$ cat config.mk
export PLATFORM = sky130hd
export DESIGN_NAME = bus_if_ext
export DESIGN_NICKNAME = d
export VERILOG_FILES = /design/src/rtl/bus_if_ext.sv
export SDC_FILE = /design/constraint.sdc
export NUM_CORES = 1
export LEC_CHECK = 0
export BUFFER_PORTS_ARGS = -buffer_cell sky130_fd_sc_hd__buf_2
export CELL_PAD_IN_SITES_DETAIL_PLACEMENT = 1
export CELL_PAD_IN_SITES_GLOBAL_PLACEMENT = 1
export CORE_MARGIN = 2
export CORE_UTILIZATION = 30
export DETAILED_ROUTE_END_ITERATION = 10
export GPL_TIMING_DRIVEN = 1
export PLACE_DENSITY_LB_ADDON = 0.15
export SYNTH_ARGS = -nofsm -noshare
export SYNTH_HDL_FRONTEND = slang
export SYNTH_SLANG_ARGS = --single-unit
$ cat constraint.sdc
create_clock -name clk -period 2.22 [get_ports clk]
set_clock_uncertainty 0.2 [all_clocks]
set_input_delay 0.222 -clock clk [delete_from_list [all_inputs] [get_ports clk]]
set_output_delay 0.222 -clock clk [all_outputs]
set_load 0.02 [all_outputs]
$ cat src/rtl/bus_if_ext.sv
// CPU-side bus interface for one pipeline stage (IF or MEM).
// Scratch-pad hits complete combinationally in the issuing cycle.
// All other slaves use a request/grant/access/ready handshake.
// That handshake has an optional timeout and a read buffer that is held during stall.
module bus_if_ext #(
  parameter int ADDR_W  = 30,
  parameter int DATA_W  = 32,
  parameter int IDX_W   = 3,
  parameter int SPM_IDX = 1,
  parameter int TMO_CYC = 255
) (
  input  logic                clk,
  input  logic                reset,
  input  logic                stall,
  input  logic                flush,
  input  logic [ADDR_W-1:0]   addr,
  input  logic                as_,
  input  logic                rw,
  input  logic [DATA_W/8-1:0] be,
  input  logic [DATA_W-1:0]   wr_data,
  output logic [DATA_W-1:0]   rd_data,
  output logic                busy,
  output logic                err,
  output logic [ADDR_W-1:0]   spm_addr,
  output logic                spm_as_,
  output logic                spm_rw,
  output logic [DATA_W/8-1:0] spm_be,
  output logic [DATA_W-1:0]   spm_wr_data,
  input  logic [DATA_W-1:0]   spm_rd_data,
  output logic                bus_req_,
  input  logic                bus_grnt_,
  output logic [ADDR_W-1:0]   bus_addr,
  output logic                bus_as_,
  output logic                bus_rw,
  output logic [DATA_W/8-1:0] bus_be,
  output logic [DATA_W-1:0]   bus_wr_data,
  input  logic [DATA_W-1:0]   bus_rd_data,
  input  logic                bus_rdy_
);

  localparam logic [1:0] IDLE   = 2'd0;
  localparam logic [1:0] REQ    = 2'd1;
  localparam logic [1:0] ACCESS = 2'd2;
  localparam logic [1:0] STALL  = 2'd3;

  localparam logic READ  = 1'b1;
  localparam bit   TMO_EN = (TMO_CYC > 0);
  localparam int   TMO_W  = (TMO_CYC > 1) ? $clog2(TMO_CYC) : 1;
  localparam logic [TMO_W-1:0] TMO_LAST = TMO_W'((TMO_CYC > 0) ? TMO_CYC - 1 : 0);

  logic [1:0]          state_q, state_d;
  logic                bus_req_q, bus_req_d;
  logic                bus_as_q, bus_as_d;
  logic [ADDR_W-1:0]   bus_addr_q, bus_addr_d;
  logic                bus_rw_q, bus_rw_d;
  logic [DATA_W/8-1:0] bus_be_q, bus_be_d;
  logic [DATA_W-1:0]   bus_wr_data_q, bus_wr_data_d;
  logic [DATA_W-1:0]   rd_buf_q, rd_buf_d;
  logic                buf_rd_q, buf_rd_d;   // finished transfer was a read: STALL shows rd_buf
  logic [TMO_W-1:0]    tmo_q, tmo_d;
  logic                err_q, err_d;

  logic                access, hit, complete, abort;
  logic [DATA_W-1:0]   rd_data_c;
  logic                busy_c, spm_as_c;

  // Next-state and combinational CPU-side outputs
  always_comb begin
    state_d       = state_q;
    bus_req_d     = bus_req_q;
    bus_as_d      = bus_as_q;
    bus_addr_d    = bus_addr_q;
    bus_rw_d      = bus_rw_q;
    bus_be_d      = bus_be_q;
    bus_wr_data_d = bus_wr_data_q;
    rd_buf_d      = rd_buf_q;
    buf_rd_d      = buf_rd_q;
    tmo_d         = tmo_q;
    err_d         = 1'b0;
    rd_data_c     = '0;
    busy_c        = 1'b0;
    spm_as_c      = 1'b1;

    access   = !as_ && !flush;
    hit      = (addr[ADDR_W-1 -: IDX_W] == IDX_W'(SPM_IDX));
    complete = (state_q == ACCESS) && !bus_rdy_;
    // A ready in the last allowed cycle takes priority over the abort.
    abort    = TMO_EN && ((state_q == REQ) || (state_q == ACCESS)) &&
               (tmo_q == TMO_LAST) && !complete;

    case (state_q)
      IDLE: begin
        if (access && hit && !stall) begin
          spm_as_c = 1'b0;
          if (rw == READ) rd_data_c = spm_rd_data;
        end else if (access && !hit) begin
          busy_c        = 1'b1;
          bus_addr_d    = addr;
          bus_rw_d      = rw;
          bus_be_d      = be;
          bus_wr_data_d = wr_data;
          bus_req_d     = 1'b0;
          tmo_d         = '0;
          state_d       = REQ;
        end
      end
      REQ: begin
        busy_c = 1'b1;
        tmo_d  = tmo_q + 1'b1;
        if (!bus_grnt_) begin
          bus_as_d = 1'b0;
          state_d  = ACCESS;
        end
      end
      ACCESS: begin
        bus_as_d = 1'b1;
        tmo_d    = tmo_q + 1'b1;
        if (bus_rdy_) begin
          busy_c = 1'b1;
        end else if (bus_rw_q == READ) begin
          rd_data_c = bus_rd_data;
        end
      end
      default: begin  // STALL
        if (buf_rd_q) rd_data_c = rd_buf_q;
        if (!stall) state_d = IDLE;
      end
    endcase

    // Completion and abort both release the bus the same way.
    // An aborted read returns zero data.
    if (complete || abort) begin
      bus_req_d     = 1'b1;
      bus_as_d      = 1'b1;
      bus_addr_d    = '0;
      bus_rw_d      = READ;
      bus_be_d      = '0;
      bus_wr_data_d = '0;
      buf_rd_d      = (bus_rw_q == READ);
      if (abort)                  rd_buf_d = '0;
      else if (bus_rw_q == READ)  rd_buf_d = bus_rd_data;
      err_d   = abort;
      state_d = stall ? STALL : IDLE;
    end
  end

  // Registered state with synchronous reset
  always_ff @(posedge clk) begin
    if (reset) begin
      state_q       <= IDLE;
      bus_req_q     <= 1'b1;
      bus_as_q      <= 1'b1;
      bus_addr_q    <= '0;
      bus_rw_q      <= READ;
      bus_be_q      <= '0;
      bus_wr_data_q <= '0;
      rd_buf_q      <= '0;
      buf_rd_q      <= 1'b0;
      tmo_q         <= '0;
      err_q         <= 1'b0;
    end else begin
      state_q       <= state_d;
      bus_req_q     <= bus_req_d;
      bus_as_q      <= bus_as_d;
      bus_addr_q    <= bus_addr_d;
      bus_rw_q      <= bus_rw_d;
      bus_be_q      <= bus_be_d;
      bus_wr_data_q <= bus_wr_data_d;
      rd_buf_q      <= rd_buf_d;
      buf_rd_q      <= buf_rd_d;
      tmo_q         <= tmo_d;
      err_q         <= err_d;
    end
  end

  // While reset is held, the combinational outputs are forced to their idle values.
  assign rd_data     = reset ? '0   : rd_data_c;
  assign busy        = reset ? 1'b0 : busy_c;
  assign spm_as_     = reset ? 1'b1 : spm_as_c;
  assign err         = err_q;

  assign spm_addr    = addr;
  assign spm_rw      = rw;
  assign spm_be      = be;
  assign spm_wr_data = wr_data;

  assign bus_req_    = bus_req_q;
  assign bus_as_     = bus_as_q;
  assign bus_addr    = bus_addr_q;
  assign bus_rw      = bus_rw_q;
  assign bus_be      = bus_be_q;
  assign bus_wr_data = bus_wr_data_q;

endmodule

==> results.toml, run 1 <==
[outcome]
status = "finished with violations"
violations = "setup timing"

[logic_synthesis]
syn_area_um2 = 5230
ys_warn_count = 0
synth_edf_count = 0
ys_seq_area_share_pct = 43.3
synth_cells = 614
ys_ff_latch = 113
postSynthNetCount = 758
synth_ff_type = "dfxtp_1"
avgSynthCellArea_um2 = 8.51
ys_async_sr_fraction_pct = 0
synth_cell_types = 41

[worst_setup_path]
rr_endpoint = "state_q[0]"
crit_path_start_kind = "register"
r2r_cells = 8
crit_fanout = 16
worstPathArrival_ps = 2150
reg2reg_setup_slack_ps = 80
crit_required_ps = 1800
cp-end-kind = "output port"
r2r_start = "state_q[1]"
path_class = "register to output port"

[power_and_ir_drop]
p_clk_share_pct = 37.5
power_density_nw_per_um2 = 761
intPower_uw = 4360
ir_drop_uv = 503
power_frac_seq_pct = 36.1
switching_power_uw = 2020
p_leak_uw = 0.00408
switching_share_pct = 31.7
combPwrFrac_pct = 26.3

[sta]
timing.fmax_mhz = 389
min_period_ps = 2570
relSlewSlack_pct = 72.2
worst_pin_slew_ps = 412
holdWs_ps = 76.6
timing.final.crit_share_pct = 116
layout_setup_ws_ps = -350
rsz0062_at_grt = "yes"
setup_viol = 34
hold_viol = 0
slew_violations = 0
setup_tns_ps = -10610

[floorplanning]
initial_utilization_pct = 30.4
row_count = 48
chipHeight_um = 136
dieArea_um2 = 18500
die_x_um = 136
fp.coreArea_um2 = 17200
boundaryPins = 309

[placement]
port_buffers = 308
dp_slack_ps = -83.0
dp_hpwl_um = 13200
gp_congestion = 0.734

[grt]
use_met3_pct = 4.55
grt_busiest_layer = "met2"
antenna_found_initial = 0
grt_pass1_vias = 5959
grt_first_pass_wirelength_um = 30000
use_met1_pct = 22.5
grt_max_degree = 67
grt_overflow_total = 0
use_met2_pct = 38.6
track_usage_pct = 20.5

[layout]
final_common_cell = "buf_2"
multiInputGateArea_um2 = 2290
fillers = 2058
final_nets = 1102
finish.utilization_pct = 48.8
drive_above_1_share_pct = 39.2
final_cell_mix = "buf_2 (274), nand2_1 (143), dfxtp_1 (111)"
seq_area_um2 = 2260
syn_to_final_growth_pct = 60.3
diodes = 0

[cts]
cts_made_buffers = 17
clockRootBuffer = "clkbuf_16"
h-tree-depth = 4
cts_tree = "built"
cts.sinks = 113
insertion_delay_ps = 400
cts_max_path_buffers = 2
clkTransAtPathRegs_ps = 60

[routing]
vias_per_cell = 4.81
via_count = 5752
drc = 0
drt_iter0_drc = 156
drt-total-wl_um = 19900
firstDrtPassIters = 4
wire_per_inst_um = 16.6
drtAntennaViolNets = 0

[flow_run]
maxCapViolations = 0

[worst_hold_path]
hold_depth = 3
hp-class = "input pin to register"
holdPathEnd = "err"
hold_start = "bus_rdy_"
## per-stage QoR
step	std cells	power, µW	instance area (µm²)
6_report	1196	6380	8380
5_1_grt	1196	6720	8380
4_1_cts	1193	6380	8280
3_5_place_dp	1056	3800	6580
3_3_place_gp	1056	3740	6580
2_1_floorplan	614	3260	5230
## cell usage after synthesis, types with 3 or more instances
cell | count | area share (%)
a21oi_1 | 75 | 7.2
ha_1 | 6 | 1.4
a21o_1 | 32 | 4.6
nor2_1 | 6 | 0.43
clkbuf_1 | 19 | 1.4
nand2_1 | 143 | 10
buf_2 | 16 | 1.5
nand3b_1 | 3 | 0.43
or3_1 | 8 | 0.96
a22o_1 | 64 | 11
inv_1 | 12 | 0.86
o21ai_0 | 3 | 0.29
nand3_1 | 7 | 0.67
o32ai_1 | 6 | 1.0
dfxtp_1 | 113 | 43
buf_4 | 72 | 10
## worst max-delay path, cell delays in order, from the launching register on
cell and delay (ps):
dfxtp_2 350, inv_4 90, ha_4 130, or3b_4 390, nor4_4 150, buf_6 180
buf_12 150, a21o_1 150, buf_6 120
## layout make-up
cell class | instances | area share [%]
Clock buffer | 21 | 5.50
Clock inverter | 11 | 0.777
Inverter | 12 | 0.568
Multi-Input combinational cell | 381 | 27.3
Sequential cell | 113 | 27.0
Tap cell | 225 | 3.36
Timing Repair Buffer | 433 | 35.5
## cells by family (layout without fill, tap and decap cells)
group,count (synthesis),count (layout),synth area share (%)
and+or+nand+nor,186,186,15.7
buffers and inverters,120,477,14.3
DFF,113,113,43.3
AOI/OAI and AO/OA,188,188,25.0
muxes,1,1,0.191
adders and majority gates,6,6,1.44
## flip-flops by register name, indices dropped and copies added (netlist names)
| name | count |
|---|---|
| err | 1 |
| bus_req_ | 1 |
| state_q | 2 |
| bus_addr | 30 |
| buf_rd_q | 1 |
| bus_as_ | 1 |
| tmo_q | 8 |
| bus_wr_data | 32 |
| rd_buf_q | 32 |
| bus_be | 4 |
| bus_rw | 1 |
## power by group through the flow
stage               sequential [µW]  clock (µW)  combinational (µW)
floorplan                      2480           0                 785
global placement               2320           0                1420
detailed placement             2330           0                1470
CTS                            2290        2460                1630
global route                   2330        2570                1820
finish                         2310        2390                1680
## routing by layer
metal  vias to the layer above  share of wire (%)
met4                         0                2.0
met1                      2777                 40
met5                         -                  0
met2                       188                 53
met3                        27                5.0
li1                       2760                  -
## what timing repair did
action	in CTS	in global routing
endpoints found under the hold margin	103	0
hold buffers	103	0
resized for setup	44	14
setup endpoints to repair	34	35
gates cloned	1	1
pin swaps	1	2
buffers inserted	1	2
## how the worst max path moves through the flow
stage	start	end	slack, ps
3_5_place_dp	state_q[0]	rd_data[14]	-80
3_3_place_gp	state_q[0]	rd_data[14]	-20
6_report	state_q[0]	rd_data[8]	-350
2_1_floorplan	state_q[0]	busy	0.08
4_1_cts	state_q[0]	rd_data[31]	-350
5_1_grt	state_q[1]	rd_data[8]	-430
Power figures use the tool's default switching activity.
==> run 2: changes to the inputs <==
--- a/config.mk
+++ b/config.mk
@@ -13,6 +13,7 @@
 export DETAILED_ROUTE_END_ITERATION = 10
 export GPL_TIMING_DRIVEN = 1
 export PLACE_DENSITY_LB_ADDON = 0.15
+export SETUP_SLACK_MARGIN = 0.3
 export SYNTH_ARGS = -nofsm -noshare
 export SYNTH_HDL_FRONTEND = slang
 export SYNTH_SLANG_ARGS = --single-unit
==> run 2 against run 1 <==
- the run still ends with setup timing left
- core utilization up 6.2 points
- design area up 13%
- combinational power up 29%
- sequential power about the same
- global-route usage up 3.1 points
- hold slack worse by 36 ps
- clock power up 23%
- sequential cell count unchanged
- largest power group unchanged
- critical path depth unchanged
==> results.toml, run 2 (synthesis results as in run 1) <==
[outcome]
status = "finished with violations"
violations = "setup timing"

[worst_setup_path]
crit_start = "state_q[0]"
rr_endpoint = "bus_addr[14]"
path_class = "register to output port"
reg2reg_setup_slack_ps = -20
cp-end-kind = "output port"
worstPathArrival_ps = 2140
crit_fanout = 8
worstSetupEndpoint = "rd_data[28]"
r2r_cells = 10
crit_path_start_kind = "register"
r2r_start = "state_q[0]"
crit_required_ps = 1800

[routing]
drc = 0
drt_iter0_drc = 254
vias_per_cell = 4.95
via_count = 6070
drt-total-wl_um = 23200
firstDrtPassIters = 4
drtAntennaViolNets = 0
wire_per_inst_um = 18.9

[placement]
gp_congestion = 0.716
dp_slack_ps = 18.4
port_buffers = 308
dp_hpwl_um = 13300
dp_cells = 1062

[layout]
seq_area_um2 = 2270
fin_cells = 1226
drive_above_1_share_pct = 47.1
syn_to_final_growth_pct = 80.5
final_cell_mix = "buf_2 (274), nand2_1 (140), dfxtp_1 (110)"
multiInputGateArea_um2 = 2560
fillers = 1979
finish.utilization_pct = 54.9
final_nets = 1131
final_common_cell = "buf_2"

[flow_run]
maxCapViolations = 0

[power_and_ir_drop]
intPower_uw = 5190
ir_drop_uv = 612
power_density_nw_per_um2 = 784
power_frac_seq_pct = 31.1
switching_share_pct = 29.8
combPwrFrac_pct = 29.3
p_leak_uw = 0.00443
switching_power_uw = 2200
p_clk_share_pct = 39.6
fin_total_pwr_uw = 7400

[sta]
hold_viol = 0
timing.final.crit_share_pct = 115
worst_pin_slew_ps = 320
min_period_ps = 2560
layout_setup_ws_ps = -343
timing.fmax_mhz = 390
slew_violations = 0
setup_viol = 35
setup_tns_ps = -10240
rsz0062_at_grt = "yes"
relSlewSlack_pct = 78.5

[cts]
h-tree-depth = 4
cts.sinks = 113
clockRootBuffer = "clkbuf_16"
cts_made_buffers = 17
cts_tree = "built"
clkTransAtPathRegs_ps = 50
cts_max_path_buffers = 2
insertion_delay_ps = 410

[grt]
antenna_found_initial = 1
grt_pass1_vias = 6363
grt_overflow_total = 0
track_usage_pct = 23.6
grt_first_pass_wirelength_um = 33800
grt_max_degree = 37

[floorplanning]
chipHeight_um = 136
row_count = 48
fp.coreArea_um2 = 17200
dieArea_um2 = 18500
die_x_um = 136
boundaryPins = 309
initial_utilization_pct = 30.4

[worst_hold_path]
hp-class = "input pin to register"
==> run 2: cell count changes in the layout (fill, tap and decap cells not counted), moves of 4 or more <==
cell | previous run | this run
buf_12 | 7 | 12
buf_16 | 1 | 8
buf_4 | 41 | 21
a21o_4 | 0 | 12
buf_6 | 6 | 38
a21oi_1 | 75 | 42
a21o_1 | 32 | 20
bufinv_16 | 0 | 4
a21oi_2 | 0 | 33
==> run 2: metal layers <==
metal | up-vias | global-route usage, % | part of all wire, %
li1 | 2816 | - | -
met1 | 2968 | 26.0 | 38
met2 | 233 | 43.5 | 52
met3 | 53 | 5.15 | 6.1
met4 | 0 | 9.90 | 3.7
met5 | - | 0 | 0
==> run 2: worst min-delay path by stage <==
| stage | startpoint | to | slack (ps) | cells past startpoint |
|---|---|---|---|---|
| after floorplan | rw | bus_rw | 140 | 2 |
| after CTS | bus_rdy_ | err | 80 | 3 |
| after detailed placement | bus_wr_data[19] | bus_wr_data[19] | 240 | 2 |
| after global routing | bus_rdy_ | err | 40 | 3 |
| final | bus_rdy_ | err | 40 | 3 |
| after global placement | bus_req_ | bus_req_ | 240 | 2 |
==> run 2: power groups by stage <==
stage	registers, µW	logic [µW]	clock network [µW]
CTS	2300	2000	2990
floorplan	2480	814	0
global placement	2330	1480	0
finish	2300	2170	2930
detailed placement	2340	1520	0
global route	2320	2320	3100
==> run 2: layout make-up <==
class,count,area share [%]
repair buffers,462,38.6
multi-input cells,381,27.1
flip-flops and latches,113,24.0
clock buffers,22,5.13
well taps,225,2.98
clock inverters,10,1.64
inverters,12,0.504
diodes,1,0.0265
==> run 2: metrics by stage <==
| stage | cell area [µm²] | hold WS, ps |
|---|---|---|
| finish | 9440 | 40.1 |
| global route | 9440 | 40.7 |
| CTS | 9110 | 80.1 |
| detailed placement | 6780 | 244 |
| global placement | 6780 | 239 |
| floorplan | 5370 | 144 |
==> run 2: what timing repair did <==
item / in CTS / in global routing
endpoints found under the setup margin: 134 / 146
buffers inserted: 12 / 5
gates cloned: 9 / 4
hold endpoints to repair: 102 / 0
pin swaps: 9 / 15
hold buffers: 101 / 0
resized for setup: 89 / 52
==> run 2: critical path: stages, from the launching register on <==
cell	delay [ps]
dfxtp_2	330
inv_2	90
ha_4	130
or3b_4	390
nor4_4	160
buf_6	200
clkbuf_16	170
a21o_1	140
buf_6	120
